===== src/rtl/k_and_s_pkg.sv =====
// Shared types for the K-and-S processor: decoded instruction codes, ALU op codes, control FSM states.
// Latency: none (types, constants and pure combinational helpers only).
// Backpressure: not applicable.
package k_and_s_pkg;

  // Instruction classes produced by the datapath decoder from the IR contents
  typedef enum logic [3:0] {
    I_NOP    = 4'd0,
    I_LOAD   = 4'd1,
    I_STORE  = 4'd2,
    I_MOVE   = 4'd3,
    I_ADD    = 4'd4,
    I_SUB    = 4'd5,
    I_AND    = 4'd6,
    I_OR     = 4'd7,
    I_BRANCH = 4'd8,
    I_BZERO  = 4'd9,
    I_BNZERO = 4'd10,
    I_BNEG   = 4'd11,
    I_BNNEG  = 4'd12,
    I_BOV    = 4'd13,
    I_BNOV   = 4'd14,
    I_HALT   = 4'd15
  } decoded_instruction_type;

  // ALU operation select codes
  localparam logic [1:0] OP_OR  = 2'b00;
  localparam logic [1:0] OP_ADD = 2'b01;
  localparam logic [1:0] OP_SUB = 2'b10;
  localparam logic [1:0] OP_AND = 2'b11;

  // Control FSM states
  typedef enum logic [3:0] {
    S_FETCH   = 4'd0,
    S_DECODE  = 4'd1,
    S_LOAD_1  = 4'd2,
    S_LOAD_2  = 4'd3,
    S_STORE_1 = 4'd4,
    S_STORE_2 = 4'd5,
    S_MOVE    = 4'd6,
    S_ALU     = 4'd7,
    S_BRANCH  = 4'd8,
    S_HALT    = 4'd9
  } ctrl_state_t;

  // ALU op for an arithmetic/logic instruction; OR for anything else (also the MOVE idiom)
  function automatic logic [1:0] alu_op_of(input decoded_instruction_type instr);
    logic [1:0] op;
    op = OP_OR;
    case (instr)
      I_ADD:   op = OP_ADD;
      I_SUB:   op = OP_SUB;
      I_AND:   op = OP_AND;
      default: op = OP_OR;
    endcase
    return op;
  endfunction

  // 1 for a branch-class instruction, 0 otherwise
  function automatic logic is_branch(input decoded_instruction_type instr);
    return (instr == I_BRANCH) || (instr == I_BZERO) || (instr == I_BNZERO) ||
           (instr == I_BNEG)   || (instr == I_BNNEG) || (instr == I_BOV)    ||
           (instr == I_BNOV);
  endfunction

  // Branch condition evaluated against the registered ALU flags
  function automatic logic branch_taken(input decoded_instruction_type instr,
                                        input logic zero_f,
                                        input logic neg_f,
                                        input logic uovf_f);
    logic taken;
    taken = 1'b0;
    case (instr)
      I_BRANCH: taken = 1'b1;
      I_BZERO:  taken = zero_f;
      I_BNZERO: taken = ~zero_f;
      I_BNEG:   taken = neg_f;
      I_BNNEG:  taken = ~neg_f;
      I_BOV:    taken = uovf_f;
      I_BNOV:   taken = ~uovf_f;
      default:  taken = 1'b0;
    endcase
    return taken;
  endfunction

endpackage


===== src/rtl/control_unit.sv =====
// Moore control FSM sequencing fetch/decode/execute for the K-and-S datapath.
// Latency: NOP/untaken branch 2 cycles, MOVE/ALU/taken branch 3, LOAD/STORE 4; HALT is terminal.
// Backpressure: none; the datapath is always ready, only reset leaves HALT.
module control_unit
  import k_and_s_pkg::*;
(
  input  logic                    clk,
  input  logic                    rst_n,
  input  decoded_instruction_type decoded_instruction,
  input  logic                    zero_op,
  input  logic                    neg_op,
  input  logic                    unsigned_overflow,
  input  logic                    signed_overflow,
  output logic                    branch,
  output logic                    pc_enable,
  output logic                    ir_enable,
  output logic                    addr_sel,
  output logic                    c_sel,
  output logic [1:0]              operation,
  output logic                    write_reg_enable,
  output logic                    flags_reg_enable,
  output logic                    ram_write_enable,
  output logic                    halt
);

  ctrl_state_t state_q, state_d;
  // ALU op is captured in DECODE so the ALU state drives it from a register
  logic [1:0]  alu_op_q, alu_op_d;

  // No branch condition tests signed overflow
  logic unused_signed_overflow;
  assign unused_signed_overflow = signed_overflow;

  // State register; reset lands in FETCH from any state
  always_ff @(posedge clk or negedge rst_n) begin
    if (!rst_n) begin
      state_q  <= S_FETCH;
      alu_op_q <= OP_OR;
    end else begin
      state_q  <= state_d;
      alu_op_q <= alu_op_d;
    end
  end

  // Next-state choice and per-state datapath controls
  always_comb begin
    state_d          = state_q;
    alu_op_d         = alu_op_q;
    branch           = 1'b0;
    pc_enable        = 1'b0;
    ir_enable        = 1'b0;
    addr_sel         = 1'b0;
    c_sel            = 1'b0;
    operation        = OP_OR;
    write_reg_enable = 1'b0;
    flags_reg_enable = 1'b0;
    ram_write_enable = 1'b0;
    halt             = 1'b0;

    case (state_q)
      S_FETCH: begin
        ir_enable = 1'b1;
        pc_enable = 1'b1;
        state_d   = S_DECODE;
      end

      S_DECODE: begin
        alu_op_d = alu_op_of(decoded_instruction);
        case (decoded_instruction)
          I_LOAD:                     state_d = S_LOAD_1;
          I_STORE:                    state_d = S_STORE_1;
          I_MOVE:                     state_d = S_MOVE;
          I_ADD, I_SUB, I_AND, I_OR:  state_d = S_ALU;
          I_HALT:                     state_d = S_HALT;
          default: begin
            if (is_branch(decoded_instruction) &&
                branch_taken(decoded_instruction, zero_op, neg_op, unsigned_overflow))
              state_d = S_BRANCH;
            else
              state_d = S_FETCH;
          end
        endcase
      end

      // Address phase; RAM read data arrives next cycle
      S_LOAD_1: begin
        addr_sel = 1'b1;
        state_d  = S_LOAD_2;
      end

      S_LOAD_2: begin
        addr_sel         = 1'b1;
        write_reg_enable = 1'b1;
        state_d          = S_FETCH;
      end

      S_STORE_1: begin
        addr_sel = 1'b1;
        state_d  = S_STORE_2;
      end

      S_STORE_2: begin
        addr_sel         = 1'b1;
        ram_write_enable = 1'b1;
        state_d          = S_FETCH;
      end

      // Copy Ra through the ALU as Ra OR Ra, flags untouched
      S_MOVE: begin
        operation        = OP_OR;
        c_sel            = 1'b1;
        write_reg_enable = 1'b1;
        state_d          = S_FETCH;
      end

      S_ALU: begin
        operation        = alu_op_q;
        c_sel            = 1'b1;
        write_reg_enable = 1'b1;
        flags_reg_enable = 1'b1;
        state_d          = S_FETCH;
      end

      S_BRANCH: begin
        pc_enable = 1'b1;
        branch    = 1'b1;
        state_d   = S_FETCH;
      end

      S_HALT: begin
        halt    = 1'b1;
        state_d = S_HALT;
      end

      default: begin
        state_d = S_FETCH;
      end
    endcase

    // Outputs are quiet while reset is held, so a STORE_2 hit by reset never writes RAM
    if (!rst_n) begin
      branch           = 1'b0;
      pc_enable        = 1'b0;
      ir_enable        = 1'b0;
      addr_sel         = 1'b0;
      c_sel            = 1'b0;
      operation        = OP_OR;
      write_reg_enable = 1'b0;
      flags_reg_enable = 1'b0;
      ram_write_enable = 1'b0;
      halt             = 1'b0;
    end
  end

endmodule

===== config.mk =====
export PLATFORM = sky130hd
export DESIGN_NAME = control_unit
export DESIGN_NICKNAME = d
export VERILOG_FILES = /design/src/rtl/k_and_s_pkg.sv /design/src/rtl/control_unit.sv
export SDC_FILE = /design/constraint.sdc
export NUM_CORES = 1
export LEC_CHECK = 0
export ABC_AREA = 1
export CAP_MARGIN = 20
export CORE_MARGIN = 4
export CORE_UTILIZATION = 35
export CTS_BUF_LIST = sky130_fd_sc_hd__clkbuf_2 sky130_fd_sc_hd__clkbuf_4 sky130_fd_sc_hd__clkbuf_8
export DETAILED_ROUTE_END_ITERATION = 8
export HOLD_SLACK_MARGIN = 0.08
export PLACE_DENSITY = 0.69
export SLEW_MARGIN = 0
export SYNTH_ARGS = -nofsm -noshare
export SYNTH_HDL_FRONTEND = slang
export SYNTH_SLANG_ARGS = --single-unit
export TNS_END_PERCENT = 20

===== constraint.sdc =====
create_clock -name clk -period 1.34 [get_ports clk]
set_input_delay 0.268 -clock clk [delete_from_list [all_inputs] [get_ports clk]]
set_output_delay 0.268 -clock clk [all_outputs]
set_load 0.01 [all_outputs]

==> impl_metrics.yaml, run 1 <==
placement:
  pre_cts_ws_ns: -0.676
  port_buffers: 19
  hpwlAfterDp_mm: 1.08
  gp_congestion: 0.775
clock_network:
  cts_buffers: 3
  clk_latency_ns: 0.24
  hold_buffers: 0
  htreeDepth: 1
  tritoncts: "done"
  clk_pin_slew_ns: 0.05
  cts_buffer_depth: 2
  clock_sinks: 6
  cts-root-buf: "clkbuf_4"
die:
  initial_core_util_pct: 36.9
  fp.dieH_um: 45.1
  die_x_um: 45.1
  ios: 21
  die_area_um2: 2030
  design.core.area_um2: 1300
  rows: 13
critical_path:
  crit_arrival_ns: 1.37
  worstSetupStartpointType: "flip-flop"
  worstSetupEndpointType: "output pin"
  reg2reg_from: "state_q[3]"
  crit_start: "state_q[3]"
  critPathKind: "flip-flop to output pin"
  cp.required_ns: 1.07
  cp_max_fo: 4
power:
  swShare_pct: 42.9
  internal_power_uw: 938
  combinationalPowerShare_pct: 68.7
  irDropWorstVdd_v: 0.000694
  pwr_density_cell_nw_per_um2: 1870
  p_clk_share_pct: 9.9
  p_seq_share_pct: 21.3
  power.switching_uw: 704
  leakage_uw: 0.000479
synth:
  ys.flop_type: "dfrtp_1"
  synth_cells: 76
  ys_types: 17
  synth_edf_count: 0
  synth_nets: 86
  synth.most_common_cell: "nand2_1"
  synth_commonest_cells: "nand2_1 (23), inv_1 (12), nor2_1 (8)"
  synth-compound-area-share_pct: 12.2
  synth_top_area_share_pct: 31.3
  synth.area.mux_share_pct: 0
  async_flop_share_pct: 100
  ys_seq_elements: 6
  yosys.area_share.simple_pct: 44.0
  synthTopCellsByArea: "dfrtp_1 (31%), nand2_1 (18%), inv_1 (9.4%)"
  yosysWarnings: 0
  postSynthAreaPerCell_um2: 6.32
  syn-cell-area_um2: 480
  synthAdderAreaFrac_pct: 0
  synth_top_family_by_area: "simple AND/OR/NAND/NOR gates"
  synth_seq_area_share_pct: 31.3
  synthXorXnorAreaFrac_pct: 0
  synth_top_cell_by_area: "dfrtp_1"
timing:
  finalCriticalPeriod_ns: 1.64
  setup_slack_ns: -0.299
  slew_violations: 0
  hold_viol_final: 0
  slew-limit-headroom_pct: 86.6
  fin_tns_setup_ns: -1.97
  fin_worst_skew_ns: 0.00559
  post-route-period-util_pct: 122
  setup_viol: 11
  rsz0062_at_grt: "yes"
  max_freq_ghz: 0.610
  worst_pin_slew_ns: 0.202
grt:
  met2_usage_pct: 28.5
  grt_max_degree: 7
  met3_usage_pct: 2.79
  met1_usage_pct: 15.5
  grt_pass1_wl_mm: 2.28
  grt_pass1_vias: 578
  top_usage_layer: "met2"
  antenna_found_initial: 0
  track_usage_pct: 15.4
  overflow: 0
detailed_routing:
  viasPerCell: 4.70
  routed_wl_mm: 1.51
  ant_nets: 0
  routedWlPerCell_um: 11.3
  vias: 630
  drt_iter0_markers: 2
  first_pass_iters: 4
  drc: 0
run_status:
  status: "complete, but fails checks"
  violations: "negative setup slack"
min_path:
  worstHoldPathType: "input port to asynchronous set/reset pin"
final_layout:
  antenna_cells: 0
  drive_gt1_share_pct: 46.2
  fin_nets: 131
  syn_to_final_growth_pct: 83.1
job:
  drv_cap: 0
[kinds of logic (layout without fill, tap and decap cells)]
family	Yosys count	in the layout
buffers and inverters	16	59
and+or+nand+nor	44	44
DFF	6	6
AOI/OAI and AO/OA	10	10
[power groups by stage]
stage | clock (µW) | combinational, µW | sequential (µW)
6_report | 163 | 1130 | 350
5_1_grt | 186 | 1220 | 358
4_1_cts | 167 | 934 | 351
3_5_place_dp | 0 | 837 | 349
3_3_place_gp | 0 | 825 | 341
2_1_floorplan | 0 | 404 | 339
[state kept, by name, summed over array words and instances, names as in the netlist]
register,count
alu_op_q,2
state_q,4
[critical path, stage by stage (launching register included)]
cell and delay [ns]:
dfrtp_2 0.44, buf_6 0.13, nor2_4 0.14, nand2_4 0.07
o31ai_2 0.18, buf_2 0.17
[layout make-up]
| type | count | area, µm² |
|---|---|---|
| clock buffer | 3 | 22.5 |
| inverter | 16 | 60.1 |
| multi-input combinational | 54 | 314 |
| sequential | 6 | 153 |
| fill | 124 | 422 |
| tap | 15 | 18.8 |
| timing repair buffer | 40 | 312 |
[through the flow]
step | instance area [µm²] | total power, µW | hold slack (ns) | instances | util (%)
global route | 880 | 1770 | 0.203 | 134 | 67.6
global placement | 779 | 1170 | 0.501 | 122 | 59.9
detailed placement | 779 | 1190 | 0.516 | 122 | 59.9
floorplan | 480 | 743 | -0.0276 | 76 | -
finish | 880 | 1640 | 0.195 | 134 | 67.6
CTS | 820 | 1450 | 0.191 | 129 | 63.0
[final timing paths]
kind | to | slack [ns] | cells after the start
worst min register to register | state_q[1] | 0.53 | 1
worst min-delay path | state_q[1] | 0.20 | 2
worst max-delay path | write_reg_enable | -0.30 | 5
min in group clk | state_q[1] | 0.53 | 1
worst max register to register | alu_op_q[0] | 0.04 | 6
max in group asynchronous | state_q[3] | 1.02 | 2
[what timing repair did]
item,CTS,global route
gates resized for setup,47,12
setup endpoints to repair,11,11
pin swaps,2,4
cloned,0,0
setup buffers,4,5
[placed cells by master, fill, tap and decap left out, drive strengths merged]
cell type,Yosys,routed
clkdlybuf4s50,0,7
o211ai,1,1
o21ai,3,3
nor3,2,2
dlygate4sd2,0,1
buf,0,30
clkdlybuf4s15,0,2
inv,16,16
nand4,2,2
nand2,23,23
a21oi,2,2
nor2,12,12
dfrtp,6,6
clkbuf,0,3
o31ai,1,1
nand3,5,5
o22ai,3,3
[metal layers]
| metal | wire length [µm] | share of wire (%) |
|---|---|---|
| met5 | 0 | 0 |
| met2 | 850 | 56 |
| met4 | 19 | 1.3 |
| met3 | 98 | 6.5 |
| met1 | 544 | 36 |
Note: power is estimated with default switching activity, not from simulation.
==> run 2: changes to the inputs <==
--- a/config.mk
+++ b/config.mk
@@ -12,7 +12,7 @@
 export CTS_BUF_LIST = sky130_fd_sc_hd__clkbuf_2 sky130_fd_sc_hd__clkbuf_4 sky130_fd_sc_hd__clkbuf_8
 export DETAILED_ROUTE_END_ITERATION = 8
 export HOLD_SLACK_MARGIN = 0.08
-export PLACE_DENSITY = 0.69
+export PLACE_DENSITY = 0.77
 export SLEW_MARGIN = 0
 export SYNTH_ARGS = -nofsm -noshare
 export SYNTH_HDL_FRONTEND = slang
==> constraint.sdc (replaced) <==
create_clock -name clk -period 1.34 [get_ports clk]
set_input_delay 0.268 -clock clk [delete_from_list [all_inputs] [get_ports clk]]
set_output_delay 0.268 -clock clk [all_outputs]
set_load 0.1 [all_outputs]
==> run 2 against run 1 <==
  * The flow still finishes with violations (negative setup slack)
  * Utilization is 7.3 points higher
  * Routed wire length is 17% lower
  * Sequential power is 3% lower
  * Sequential cell count stayed put
  * Non-clock buffer count fell by 9
  * Clock power barely moved
  * Critical endpoint is now operation[1]
  * Largest power group unchanged
==> impl_metrics.yaml, run 2 (synthesized netlist as in run 1, its figures left out) <==
final_layout:
  seqCellArea_um2: 150
  antenna_cells: 0
  largest_reg_flops: 4
  drive_gt1_share_pct: 43.6
  layout_commonest_cell: "nand2_1"
  fillers: 102
  multi_input_area_um2: 334
  largest-register: "state_q"
  final_cell_mix: "nand2_1 (21), buf_4 (12), inv_1 (11), buf_12 (11), clkdlybuf4s50_1 (7)"
  top_regs: "state_q x4, alu_op_q x2"
  fin_nets: 122
  fin_area_um2: 975
  syn_to_final_growth_pct: 103
clock_network:
  cts_buffer_depth: 2
  tritoncts: "done"
  cts_buffers: 3
  clk_latency_ns: 0.25
  clk_pin_slew_ns: 0.05
  clock_sinks: 6
  cts_setup_buffers: 0
  htreeDepth: 1
  cts-root-buf: "clkbuf_4"
timing:
  slew_violations: 0
  worst_pin_slew_ns: 0.256
  setup_slack_ns: -0.295
  hold_viol_final: 0
  fin_hold_ws_ns: 0.237
  fin_worst_skew_ns: 0.00858
  post-route-period-util_pct: 122
  max_freq_ghz: 0.612
  rsz0062_at_grt: "yes"
  finalCriticalPeriod_ns: 1.63
  setup_viol: 11
  slew-limit-headroom_pct: 82.9
grt:
  grt_max_degree: 7
  antenna_found_initial: 0
  track_usage_pct: 15.0
  grt_pass1_wl_mm: 2.17
  grt_pass1_vias: 556
  overflow: 0
critical_path:
  critPathBufInv: 2
  slowest_delay_ns: 0.42
  reg2reg_from: "state_q[0]"
  crit_start: "state_q[3]"
  worstSetupStartpointType: "flip-flop"
  cp_max_fo: 3
  crit_top_cell: "nor2_4"
  crit_chain: "nor2_4, nand3_4, nor2_4, inv_2, nor2_4, buf_12"
  critPathSlowestCell: "dfrtp_1"
  cp.required_ns: 1.07
  crit_arrival_ns: 1.37
  cp_top_family: "simple AND/OR/NAND/NOR gates"
  critPathKind: "flip-flop to output pin"
  worstSetupEndpointType: "output pin"
job:
  drv_cap: 0
detailed_routing:
  ant_nets: 0
  routed_wl_mm: 1.26
  vias: 594
  routedWlPerCell_um: 10.1
  first_pass_iters: 4
  drt_iter0_markers: 9
  drc: 0
  viasPerCell: 4.75
power:
  leakage_uw: 0.000462
  p_seq_share_pct: 17.2
  p_clk_share_pct: 8.4
  pwr_density_cell_nw_per_um2: 2010
  combinationalPowerShare_pct: 74.4
  internal_power_uw: 905
  irDropWorstVdd_v: 0.00120
  power.switching_uw: 1060
  swShare_pct: 53.9
die:
  initial_core_util_pct: 36.9
  die_area_um2: 2030
  rows: 13
  design.core.area_um2: 1300
  fp.dieH_um: 45.1
  ios: 21
  die_x_um: 45.1
placement:
  placed_area_um2: 946
  hpwlAfterDp_mm: 1.13
  port_buffers: 19
  gp_congestion: 0.807
min_path:
  worstHoldPathType: "input port to asynchronous set/reset pin"
run_status:
  status: "complete, but fails checks"
  violations: "negative setup slack"
run 2: through the flow:
stage	util (%)	cells	setup TNS (ns)	total power [µW]	setup slack, ns
floorplan	-	76	-5.45	1230	-0.787
global placement	72.7	122	-2.99	1750	-0.357
detailed placement	72.7	122	-3.19	1780	-0.382
CTS	74.5	125	-2.92	1960	-0.308
global route	74.9	125	-3.61	2080	-0.398
finish	74.9	125	-2.72	1960	-0.295
run 2: worst register-to-register path: cells and delay by family, from the launching register on:
kind                   cells  cell delay [ns]
buffers and inverters      3             0.38
flip-flops                 1             0.41
AND/OR/NAND/NOR            4             0.30
run 2: layout make-up:
cell class / instances / area share, %
clock buffer: 3 / 2.31
sequential: 6 / 15.4
tap: 15 / 1.93
multi-input combinational: 54 / 34.3
timing repair buffer: 31 / 39.9
inverter: 16 / 6.16
run 2: worst paths after layout:
path,slack [ns],to,cells past startpoint
setup / recovery,-0.29,operation[1],6
hold / removal,0.24,state_q[1],3
setup reg to reg,0.12,state_q[0],7
hold reg to reg,0.55,state_q[1],1
max in group asynchronous,0.98,alu_op_q[1],3
min in group clk,0.55,state_q[1],1
run 2: layer usage:
metal / vias to the layer above / part of all wire (%) / wire [µm] / GRT usage, %
li1: 312 / - / - / -
met1: 259 / 38 / 474 / 14.3
met2: 19 / 54 / 677 / 28.2
met3: 4 / 5.7 / 72 / 2.39
met4: 0 / 2.9 / 36 / 10.5
met5: - / 0 / 0 / 0
run 2: power by group through the flow:
| stage | sequential, µW | clock [µW] | combinational (µW) |
|---|---|---|---|
| floorplan | 345 | 0 | 883 |
| global placement | 332 | 0 | 1420 |
| detailed placement | 333 | 0 | 1450 |
| CTS | 333 | 166 | 1460 |
| global route | 349 | 182 | 1550 |
| finish | 338 | 165 | 1460 |
run 2: what timing repair did:
| item | in CTS | in global routing |
|---|---|---|
| hold buffers | 0 | 0 |
| gates resized for setup | 3 | 2 |
| setup endpoints to repair | 11 | 11 |
